**config.mk**
```make
export PLATFORM = sky130hd
export DESIGN_NAME = tone_oscillator
export DESIGN_NICKNAME = d
export VERILOG_FILES = /design/src/rtl/tone_oscillator.sv
export SDC_FILE = /design/constraint.sdc
export NUM_CORES = 1
export LEC_CHECK = 0
export BUFFER_PORTS_ARGS = -buffer_cell sky130_fd_sc_hd__buf_2
export CAP_MARGIN = 20
export CORE_UTILIZATION = 60
export CTS_BUF_LIST = sky130_fd_sc_hd__clkbuf_4 sky130_fd_sc_hd__clkbuf_8 sky130_fd_sc_hd__clkbuf_16
export DETAILED_ROUTE_END_ITERATION = 10
export MAX_ROUTING_LAYER = met4
export PLACE_DENSITY = 0.85
export SLEW_MARGIN = 20
export SYNTH_ARGS = -nofsm -noshare
export SYNTH_HDL_FRONTEND = slang
export SYNTH_SLANG_ARGS = --single-unit
```
**constraint.sdc**
```tcl
create_clock -name clk -period 6.4 [get_ports clk]
set_clock_uncertainty 0.15 [all_clocks]
set_input_delay 0.32 -clock clk [delete_from_list [all_inputs] [get_ports clk]]
set_output_delay 0.32 -clock clk [all_outputs]
set_load 0.01 [all_outputs]
```
**src/rtl/tone_oscillator.sv**
```systemverilog
// Pitch-modulated square/pulse tone generator with a prescaled tick and a per-period strobe.
// Optional programmable duty cycle when TONE_OSC_DUTY_EN is defined (duty port added).
module tone_oscillator #(
  parameter int PERIOD_W = 12,
  parameter int PRESCALE = 16
) (
  input  logic                clk,
  input  logic                rst_n,
  input  logic                enable,
  input  logic [PERIOD_W-1:0] period,
  input  logic [3:0]          vibrato_i,
  input  logic [1:0]          vib_shift,
`ifdef TONE_OSC_DUTY_EN
  input  logic [7:0]          duty,
`endif
  output logic                wave_o,
  output logic                cycle_o
);

  localparam int PRE_W = (PRESCALE > 1) ? $clog2(PRESCALE) : 1;
  localparam logic [PRE_W-1:0] PRE_LAST = PRE_W'(PRESCALE - 1);

  logic [PRE_W-1:0]    pre_cnt_q, pre_cnt_d;
  logic [PERIOD_W-1:0] phase_q, phase_d;
  logic [PERIOD_W-1:0] cur_period_q, cur_period_d;
  logic [PERIOD_W-1:0] cur_thr_q, cur_thr_d;
  logic                wave_q, wave_d;
  logic                cycle_q, cycle_d;

  logic                tick;
  logic [PERIOD_W:0]   vib_ext;
  logic [PERIOD_W:0]   p_sum;
  logic [PERIOD_W-1:0] p_eff;
  logic [PERIOD_W-1:0] thr_calc;

  // Effective period: base plus scaled vibrato, saturated at the counter width.
  always_comb begin
    vib_ext = (PERIOD_W+1)'(vibrato_i) << vib_shift;
    p_sum   = {1'b0, period} + vib_ext;
    if (period == '0) begin
      p_eff = '0;
    end else if (p_sum[PERIOD_W]) begin
      p_eff = '1;
    end else begin
      p_eff = p_sum[PERIOD_W-1:0];
    end
  end

`ifdef TONE_OSC_DUTY_EN
  logic [PERIOD_W+8:0] duty_prod;
  always_comb begin
    duty_prod = (PERIOD_W+9)'(p_eff) * (PERIOD_W+9)'({1'b0, duty} + 9'd1);
    thr_calc  = PERIOD_W'(duty_prod >> 8);
  end
`else
  logic [PERIOD_W:0] p_plus1;
  always_comb begin
    p_plus1  = {1'b0, p_eff} + (PERIOD_W+1)'(1);
    thr_calc = PERIOD_W'(p_plus1 >> 1);
  end
`endif

  assign tick = enable && (pre_cnt_q == PRE_LAST);

  always_comb begin
    pre_cnt_d    = (pre_cnt_q == PRE_LAST) ? '0 : pre_cnt_q + PRE_W'(1);
    phase_d      = phase_q;
    cur_period_d = cur_period_q;
    cur_thr_d    = cur_thr_q;
    cycle_d      = 1'b0;

    if (tick) begin
      if (cur_period_q == '0) begin
        // Idle: load only; the first phase starts now without a strobe.
        cur_period_d = p_eff;
        cur_thr_d    = thr_calc;
        phase_d      = '0;
      end else if (phase_q == cur_period_q - PERIOD_W'(1)) begin
        phase_d      = '0;
        cycle_d      = 1'b1;
        cur_period_d = p_eff;
        cur_thr_d    = thr_calc;
      end else begin
        phase_d = phase_q + PERIOD_W'(1);
      end
    end

    // Disable overrides any simultaneous tick.
    if (!enable) begin
      pre_cnt_d    = '0;
      phase_d      = '0;
      cur_period_d = '0;
      cur_thr_d    = '0;
      cycle_d      = 1'b0;
    end

    wave_d = (cur_period_d != '0) && (phase_d < cur_thr_d);
  end

  always_ff @(posedge clk) begin
    if (!rst_n) begin
      pre_cnt_q    <= '0;
      phase_q      <= '0;
      cur_period_q <= '0;
      cur_thr_q    <= '0;
      wave_q       <= 1'b0;
      cycle_q      <= 1'b0;
    end else begin
      pre_cnt_q    <= pre_cnt_d;
      phase_q      <= phase_d;
      cur_period_q <= cur_period_d;
      cur_thr_q    <= cur_thr_d;
      wave_q       <= wave_d;
      cycle_q      <= cycle_d;
    end
  end

  assign wave_o  = wave_q;
  assign cycle_o = cycle_q;

endmodule

```
==> results.md <==
Outcome:
- The flow ran to the end, and the final reports show no timing, DRC or antenna violations.

Power:
- VDD sags by at most 0.126 mV.
- The completed layout was analyzed and its total power is roughly 600 uW.
- The static leakage is between 0.0015 and 0.002 uW.
- The power per standard cell area is 159 mW/mm^2.

Yosys:
- The most used flip-flop cell after synthesis is sky130_fd_sc_hd__dfxtp_1.
- In this run the biggest area consumer among cell types represents between 20% and 30% of the synthesized area.
- The per-instance average area after synthesis is about 7.8 um^2.
- When the netlist entered floorplanning its net count stood at between 500 and 600.
- Sorting the synthesized cells by area gives the leading types as sky130_fd_sc_hd__dfxtp_1 24%, sky130_fd_sc_hd__ha_1 7.7%, sky130_fd_sc_hd__nor2_1 4.4%.
- Of all flip-flops after synthesis, the portion carrying an async set or reset was 0%.
- Sequential cells were found to cover between 20% and 30% of the synthesized design area.
- In the synthesized netlist, the number of instances is 458.
- The post-synthesis register bit count is 42.
- The number of warning messages in the yosys log is 0.
- Counting flops with a built-in enable in the synthesized netlist gives 0.
- The synthesized netlist occupies a cell area of around 0.0036 mm^2.
- The library cell with the largest summed area after synthesis is sky130_fd_sc_hd__dfxtp_1.
- Synthesis instantiated between 60 and 70 different standard cells from the library.

Placed design:
- The count of buffers added on input and output ports is 22.
- Summing all placed instances gives a cell area of approximately 0.0037 mm^2.
- Summed over all nets, the half-perimeter wirelength after detailed placement is 7050 um.
- The worst setup timing slack at the placement stage is approximately 200 ps.
- The congestion estimate from routability-driven global placement came to approximately 0.92.

Detailed routing:
- The mean number of vias per cell is ~6.4.
- The remaining number of nets flagged by the antenna check after routing is 0.
- The number of detailed-route iterations in the first pass is 5.
- After detailed routing, the number of remaining DRC violations is 0.
- The via count of the routed design is approximately 3500.
- Dividing the detail-routed wire length by the instance count gives 16.9 um.
- The detailed router finished its first iteration with ~300 violations.
- After detailed routing, the total wire length is around 9100 um.

Critical path:
- In this run the critical register-to-register path is launched from cur_period_q[0].
- In this run the worst path has a maximum fanout of 11.
- The category of the critical setup timing path is input port to register.
- The startpoint class of the critical path is an input port.
- Data on the critical path is required at its endpoint by 6480 ps.
- The arrival time at the worst endpoint is 5830 ps.
- The capturing element type of the critical path is a register.
- The origin of the worst setup path is vib_shift[0].

Clock network:
- The number of levels in the clock H-tree is 2.
- The clock-pin slew of the registers on the worst-case setup and hold paths is approximately 90 ps.
- TritonCTS built the clock tree.
- The number of clock sinks is 42.
- The later-pin clock latency in the skew report is 300 ps.
- The cell at the root of the clock tree is sky130_fd_sc_hd__clkbuf_8.
- Clock tree synthesis inserted a total of 5 buffers.
- The maximum clock path buffer count is 2.

Hold path:
- The source of the worst hold timing path is enable.
- The worst hold path belongs to the class input port to register.

Global route:
- Entering global routing, the biggest net connects 29 pins.
- The first global-routing pass estimated approximately 15000 um of wire.
- The total routing resource utilization after global routing is 31.6%.
- The initial antenna violation count was 0.
- Summed over all layers, the global routing overflow is 0.
- The via count of the first global-routing pass came to 3269.

Cells and area:
- The number of diodes is 0.
- Cells with a size suffix above 1 make up between 10% and 20% of the layout.
- The growth of design area from synthesis to finish is 6.53%.
- The net total in the final layout is approximately 510.
- After routing the design area is roughly 0.0038 mm^2.
- Leaving out fill and tap cells, the most frequent cells in the layout are 42 x sky130_fd_sc_hd__dfxtp_1, 41 x sky130_fd_sc_hd__nor2_1, 34 x sky130_fd_sc_hd__nand2_1.
- The most common library cell in the layout ignoring fill and taps is sky130_fd_sc_hd__dfxtp_1.

Timing:
- The count of final max-slew check failures was 0.
- Setup repair after global routing left no endpoint under its margin.
- The slack of the critical path is about 650 ps.
- The final count of negative-setup-slack endpoints is 0.
- At the pin with the least slew margin, the transition time is just under 900 ps.
- The final-report hold violation count came to 0.
- The upper clock frequency limit is 0.174 GHz.
- The time the worst path needs with I/O delays and setup is 5750 ps.
- The headroom to the max-slew limit is 41.1%.
- The final critical path takes up 89.8% of the cycle.
- Summed over all failing endpoints, the final setup total negative slack is 0 ps.

Floorplan:
- The initialized floorplan defines 27 standard-cell rows.
- The die is between 70 and 80 um wide.
- The floorplan core area is around 0.0056 mm^2.
- The die covers roughly 0.0063 mm^2.
- For this design the top-level I/O count stands at 23.
- The height of the die is a little under 80 um.
- The effective utilization at floorplan is between 60% and 70%.

Job:
- Across the run, the number of max-cap violations was 0.
==> final cells by class <==
type	count	area, um^2
Multi-Input combinational cell	375	2550
Fill cell	487	1810
Sequential cell	42	841
Timing Repair Buffer	25	133
Tap cell	72	90.1
Inverter	19	71.3
Clock buffer	5	68.8
Clock inverter	3	43.8
==> cell families (layout without fill, tap and decap cells) <==
logic type / Yosys count / after routing / synth area share (%)
adder cells (fa/ha/maj): 23 / 23 / 8.28
multiplexers: 12 / 12 / 3.47
AND/OR/NAND/NOR: 188 / 188 / 28.0
flip-flops: 42 / 42 / 23.6
XOR/XNOR: 30 / 30 / 7.76
AO/OA/AOI/OAI: 122 / 122 / 23.9
buffers and inverters: 41 / 52 / 4.95
==> registers in the layout, indices dropped and copies added, names as in the netlist <==
name	count
cycle_o	1
wave_o	1
phase_q	12
pre_cnt_q	4
cur_period_q	12
cur_thr_q	12
==> critical path, cell delays in order <==
cell                        delay, ps
sky130_fd_sc_hd__buf_2            180
sky130_fd_sc_hd__mux2i_1          220
sky130_fd_sc_hd__nor2_1            90
sky130_fd_sc_hd__fa_1             450
sky130_fd_sc_hd__a211oi_1         460
sky130_fd_sc_hd__o21ai_0          190
sky130_fd_sc_hd__o311ai_0         310
sky130_fd_sc_hd__buf_4            190
sky130_fd_sc_hd__nor2_2           100
sky130_fd_sc_hd__o21ai_0          320
sky130_fd_sc_hd__inv_1             80
sky130_fd_sc_hd__ha_1             220
sky130_fd_sc_hd__inv_1            140
sky130_fd_sc_hd__nor2_1            60
sky130_fd_sc_hd__mux2i_1          150
sky130_fd_sc_hd__o22a_1           150
sky130_fd_sc_hd__nor3_1            50
sky130_fd_sc_hd__o21ai_0          180
sky130_fd_sc_hd__ha_1             270
sky130_fd_sc_hd__a21o_1           170
sky130_fd_sc_hd__a21o_1           170
sky130_fd_sc_hd__a21o_1           160
sky130_fd_sc_hd__a21o_1           170
sky130_fd_sc_hd__a21o_1           170
sky130_fd_sc_hd__a21o_1           180
sky130_fd_sc_hd__a2111oi_0        430
sky130_fd_sc_hd__o311a_1          250
==> stage by stage <==
stage / hold WS (ps) / util, % / instances
after global routing: 268 / 67.7 / 541
after detailed placement: 305 / 65.7 / 533
after global placement: 295 / 65.7 / 533
after floorplan: 282 / - / 458
after CTS: 260 / 67.7 / 541
final: 274 / 67.7 / 541
==> Yosys cell counts, types with 9 or more instances <==
cell type / count
sky130_fd_sc_hd__a211oi_1: 10
sky130_fd_sc_hd__nand2_1: 34
sky130_fd_sc_hd__and3_1: 17
sky130_fd_sc_hd__dfxtp_1: 42
sky130_fd_sc_hd__nand3_1: 15
sky130_fd_sc_hd__nand4_1: 10
sky130_fd_sc_hd__clkbuf_1: 15
sky130_fd_sc_hd__o21ai_0: 21
sky130_fd_sc_hd__inv_1: 19
sky130_fd_sc_hd__nor3_1: 26
sky130_fd_sc_hd__xor2_1: 11
sky130_fd_sc_hd__nor2_1: 42
sky130_fd_sc_hd__ha_1: 22
sky130_fd_sc_hd__o21a_1: 17
sky130_fd_sc_hd__xnor2_1: 18
sky130_fd_sc_hd__mux2i_1: 9
sky130_fd_sc_hd__a21oi_1: 25
sky130_fd_sc_hd__and2_1: 10
==> power by group <==
part	total [uW]	leakage, uW	switching [uW]	internal (uW)
clock	217	0.0000585	99.8	117
sequential	262	0.000338	0.405	262
combinational	124	0.00114	78.0	46.4
==> path summary, 6_finish.rpt <==
path	endpoint	cells after the start	slack (ps)
max	wave_o	27	650
min	phase_q[1]	2	270
max reg2reg	wave_o	18	1270
min reg2reg	pre_cnt_q[0]	1	320
==> layer usage <==
| layer | GRT usage (%) | up-vias | part of all wire, % |
|---|---|---|---|
| li1 | - | 1709 | - |
| met1 | 41.4 | 1600 | 46 |
| met2 | 50.2 | 141 | 45 |
| met3 | 4.37 | 24 | 6.8 |
| met4 | 10.5 | 0 | 2.5 |
| met5 | - | - | 0 |
==> timing repair <==
item                                    in CTS  in global routing
endpoints found under the hold margin        0                  0
hold buffers                                 0                  0
resized for setup                            0                  1
endpoints found under the setup margin       0                  1
buffers inserted                             0                  0
(Power assumes the default switching activity.)
